$ cat src/rtl/bp_stall_histogram.sv
// Per-core stall histogram: bins each cycle's verdict into saturating
// counters and streams a snapshot of them out over valid/ready.
module bp_stall_histogram #(
  parameter int num_reasons_p = 22,
  parameter int cnt_width_p = 32,
  parameter int window_cycles_p = 1024,
  localparam int num_bins = num_reasons_p + 2,
  localparam int bin_width = $clog2(num_bins)
) (
  input  logic                   clk_i,
  input  logic                   reset_li,
  input  logic                   en_i,
  input  logic                   instr_v_i,
  input  logic                   stall_v_i,
  input  logic [4:0]             stall_reason_i,
  input  logic                   clear_i,
  input  logic                   dump_req_i,
  output logic                   v_o,
  input  logic                   ready_i,
  output logic [bin_width-1:0]   bin_o,
  output logic [cnt_width_p-1:0] data_o,
  output logic                   last_o,
  output logic                   overrun_o
);

  localparam int win_width = $clog2(window_cycles_p);
  localparam int instr_bin = num_reasons_p;
  localparam int unk_bin = num_reasons_p + 1;

  typedef enum logic {IDLE, DUMP} state_e;

  state_e                 state_q;
  logic [bin_width-1:0]   beat_q;
  logic [win_width-1:0]   win_q;
  logic [cnt_width_p-1:0] live_q [num_bins];
  logic [cnt_width_p-1:0] shadow_q [num_bins];
  logic [cnt_width_p-1:0] live_n [num_bins];
  logic [bin_width-1:0]   inc_bin;
  logic                   wrap;
  logic                   trig;
  logic                   at_last;

  always_comb begin
    inc_bin = bin_width'(unk_bin);
    if (instr_v_i)
      inc_bin = bin_width'(instr_bin);
    else if (stall_v_i && int'(stall_reason_i) < num_reasons_p)
      inc_bin = bin_width'(stall_reason_i);
  end

  // Saturating increment of the single selected bin.
  always_comb begin
    for (int b = 0; b < num_bins; b++) begin
      live_n[b] = live_q[b];
      if (en_i && inc_bin == bin_width'(b) && live_q[b] != '1)
        live_n[b] = live_q[b] + cnt_width_p'(1);
    end
  end

  assign wrap = en_i && (win_q == win_width'(window_cycles_p - 1));
  assign trig = (wrap || dump_req_i) && !clear_i;
  assign at_last = (beat_q == bin_width'(num_bins - 1));

  always_ff @(posedge clk_i or negedge reset_li) begin
    if (!reset_li) begin
      state_q <= IDLE;
      beat_q <= '0;
      win_q <= '0;
      overrun_o <= 1'b0;
      for (int b = 0; b < num_bins; b++) begin
        live_q[b] <= '0;
        shadow_q[b] <= '0;
      end
    end else begin
      if (state_q == DUMP && ready_i) begin
        if (at_last) begin
          beat_q <= '0;
          state_q <= IDLE;
        end else begin
          beat_q <= beat_q + bin_width'(1);
        end
      end
      if (clear_i) begin
        win_q <= '0;
        overrun_o <= 1'b0;
        for (int b = 0; b < num_bins; b++)
          live_q[b] <= '0;
      end else begin
        if (en_i)
          win_q <= wrap ? '0 : win_q + win_width'(1);
        if (state_q == IDLE && trig) begin
          win_q <= '0;
          state_q <= DUMP;
          for (int b = 0; b < num_bins; b++) begin
            shadow_q[b] <= live_n[b];
            live_q[b] <= '0;
          end
        end else begin
          // A snapshot in flight cannot be replaced; keep counting.
          if (state_q == DUMP && wrap)
            overrun_o <= 1'b1;
          for (int b = 0; b < num_bins; b++)
            live_q[b] <= live_n[b];
        end
      end
    end
  end

  assign v_o = (state_q == DUMP);
  assign bin_o = beat_q;
  assign data_o = v_o ? shadow_q[beat_q] : '0;
  assign last_o = v_o && at_last;

endmodule

$ cat config.mk
export PLATFORM = sky130hd
export DESIGN_NAME = bp_stall_histogram
export DESIGN_NICKNAME = d
export VERILOG_FILES = /design/src/rtl/bp_stall_histogram.sv
export SDC_FILE = /design/constraint.sdc
export NUM_CORES = 2
export LEC_CHECK = 0
export BUFFER_PORTS_ARGS = -buffer_cell sky130_fd_sc_hd__buf_2
export CAP_MARGIN = 30
export CORE_MARGIN = 2
export CORE_UTILIZATION = 40
export DETAILED_ROUTE_END_ITERATION = 8
export PLACE_DENSITY_LB_ADDON = 0.3
export SLEW_MARGIN = 5
export SYNTH_ARGS = -nofsm -noshare
export SYNTH_HDL_FRONTEND = slang
export SYNTH_SLANG_ARGS = --single-unit
$ cat constraint.sdc
create_clock -name clk_i -period 7.1 [get_ports clk_i]
set_clock_uncertainty 0.2 [all_clocks]
set_input_delay 2.13 -clock clk_i [delete_from_list [all_inputs] [get_ports clk_i]]
set_output_delay 2.13 -clock clk_i [all_outputs]
set_load 0.01 [all_outputs]
==> impl_results.md <==
* CTS Root Cell: clkbuf_16
* Syn avg cell area at 10.1 um2
* Vias in the first global route at 54400
* Worst-Margin Slew at 1150 ps
* Initial DRC count at roughly 5700
* Nets at 7380
* Worst Hold Class: reg -> reg
* Num ports at 53
* Fmax at 0.160 GHz
* Peak supply drop at about 0.23 mV
* Leak pwr at around 34 nW
* Yosys top cell by area: dfrtp_1
* Grt ovf at 0
* PD cells at roughly 250 mW/mm2
* Drt pass-1 iters at 6
* Unrepaired setup endpoints after global routing: false
* Vias/cell at ~5.6
* Final setup vio count at 0
* CP max stage delay at 880 ps
* Remaining DRCs at 0
* Detailed-route via count at 56200
* Final period util at 88.1%
* Post-CTS setup buffers at 0
* Num rows at 158
* Max Cap Viol at 0
* Post-synthesis sequential area ratio at 51.9%
* Most frequent CP cell: mux4_2
* Asr flop ratio synth at 100%
* Total clock sinks at 1553
* Worst Setup End Kind: output pin
* Outcome: finished clean
* HPWL Detailed at 161 mm
* Die area at ~0.19 mm2
* #FFs+latches synth at 1553
* Reg clk slew, reported paths at 60 ps
* Mapped cell area at 0.0748 mm2
* Layout cell share with drive strength beyond 1 at 9.99%
* H-tree levels at 4
* Ys flop type: dfrtp_1
* Count of cell types in the netlist at 87
* Worst-Skew Late Latency at ~850 ps
* Post-CTS Resized at 0
* Minimum clock period at 6260 ps
* Fin. Hold Viols at 0
* Critical path, cell by cell: buf_12 -> mux4_2 -> mux4_2 -> inv_1 -> o22ai_1 -> buf_2
* Initial antenna violation count at 19
* Worst-path fanout max at 31
* Number of synthesized flops with an enable pin at 0
* Port bufs at between 50 and 60
* Max-slew violations at 0
* Setup TNS at 0 ps
* First-pass GRT wire length at 342 mm
* Synth top area share at 51.9%
* CTS Buf Count at 168
* CP Data Arrival Time at 3930 ps
* Die Y at 437 um
* Count leader, synth: dfrtp_1
* Total Wirelength at 222 mm
* Slowest cell on crit path: dfrtp_4
* Core Util, Final at a little under half
* Largest net degree at the start of global routing at between 200 and 300
* Total GRT Usage at 23.3%
* Chip Width at 437 um
* Hold-fix buffers, CTS at 0
* Slew HR at a little under a quarter
* Startpoint Class: flip-flop
* Starting density of the core at 40.3%
* FILL cells at around 17000
* Synth cell count leaders: dfrtp_1 (1553), nand2_1 (1037), nor2_1 (993)
* CTS tree: built
* Routability cong. at between 0.9 and 1
* Synth area leaders: dfrtp_1 (52%), mux4_2 (6.7%), nand2_1 (5.2%)
* Post-DRT Antenna Nets at 0
* Post-synthesis net count at 7453
* Area of the core at 0.186 mm2
* Yosys warns at 0
* Area grow syn2layout at 11.8%
* Critical Path RT at 4770 ps
* Drt wl/cell at ~22 um
* Worst setup path class: reg -> out
* Bufs on Longest Clock Path at 3
* Syn Inst Count at 7414
[logic make-up (layout without fill, tap and decap cells)]
kind of cell | after synthesis | count (layout) | share of synthesized area (%)
buffers and inverters | 486 | 552 | 2.67
other | 0 | 10 | 0
xor gates and xnor gates | 725 | 725 | 8.49
adders and majority gates | 26 | 26 | 0.435
muxes | 290 | 290 | 7.63
AOI/OAI and AO/OA | 905 | 905 | 6.60
and+or+nand+nor | 3429 | 3429 | 22.3
DFF | 1553 | 1553 | 51.9
[worst paths after layout]
kind	start	endpoint	slack, ps	depth (start not counted)
max	bin_o[0]	data_o[7]	840	6
min	shadow_q[301]	shadow_q[301]	280	2
max reg2reg	win_q[0]	shadow_q[685]	3540	8
min reg2reg	shadow_q[301]	shadow_q[301]	280	2
max in group asynchronous	reset_li	shadow_q[392]	4140	2
min in group asynchronous	reset_li	shadow_q[696]	1080	1
[layer usage]
metal	part of all wire (%)	vias to the layer above	GRT usage, %
met5	0	-	0
met4	4.4	0	10.0
met3	6.0	339	3.66
met2	44	1582	34.6
met1	45	28400	33.7
li1	-	25800	-
[stage by stage]
step / std cells / power (W) / hold WS, ps / worst slack [ps] / cell area [um2]
6_report: 9970 / 0.0208 / 275 / 845 / 83700
4_1_cts: 9954 / 0.0210 / 278 / 800 / 83600
3_5_place_dp: 9645 / 0.0117 / 265 / 1240 / 77700
5_1_grt: 9964 / 0.0216 / 292 / 674 / 83600
2_1_floorplan: 7414 / 0.0109 / 243 / 2380 / 74800
3_3_place_gp: 9638 / 0.0117 / 258 / 1270 / 77600
[report_power, final]
| part | internal, W | leakage, nW | switching [W] | total [W] |
|---|---|---|---|---|
| sequential | 0.00895 | 21.6 | 0.000238 | 0.00919 |
| clock | 0.00546 | 2.87 | 0.00383 | 0.00929 |
| combinational | 0.000827 | 9.28 | 0.00154 | 0.00236 |
[worst max-delay path: cells and delay by family (launching register included)]
kind,cells,cell delay [ps]
AOI/OAI and AO/OA,1,160
buffers and inverters,3,790
muxes,2,1170
DFF,1,880
[flip-flops by register name, indices dropped and copies added (netlist names)]
register and count:
live_q 768, shadow_q 768, win_q 10, bin_o 5, overrun_o 1, v_o 1
[layout make-up]
cell class	instances	area, um2	area share (%)
flip-flops and latches	1553	38900	46.5
well taps	2480	3100	3.71
clock inverters	68	1040	1.25
diodes	10	25.0	0.0299
repair buffers	152	1400	1.67
clock buffers	241	4850	5.80
multi-input cells	5375	34000	40.7
inverters	91	342	0.408
[cell usage in the layout (no fill, tap or decap), drive strengths merged, types with 16 or more instances in the layout]
master | Yosys | final
dfrtp | 1553 | 1553
nand2 | 1038 | 1038
nor2 | 994 | 994
o21ai | 755 | 755
xnor2 | 429 | 429
nand4 | 317 | 317
xor2 | 296 | 296
nand3 | 289 | 289
clkbuf | 271 | 244
mux4 | 224 | 224
nor3 | 221 | 221
buf | 124 | 149
nor4 | 146 | 146
and3 | 118 | 118
inv | 91 | 98
and4 | 86 | 86
mux2i | 64 | 64
and2 | 39 | 39
a21oi | 36 | 36
o22ai | 35 | 35
clkinv | 0 | 35
nor4b | 33 | 33
nor3b | 29 | 29
ha | 26 | 26
or4 | 26 | 26
or3 | 22 | 22
bufinv | 0 | 18
nand2b | 16 | 16
(Power assumes the default switching activity.)
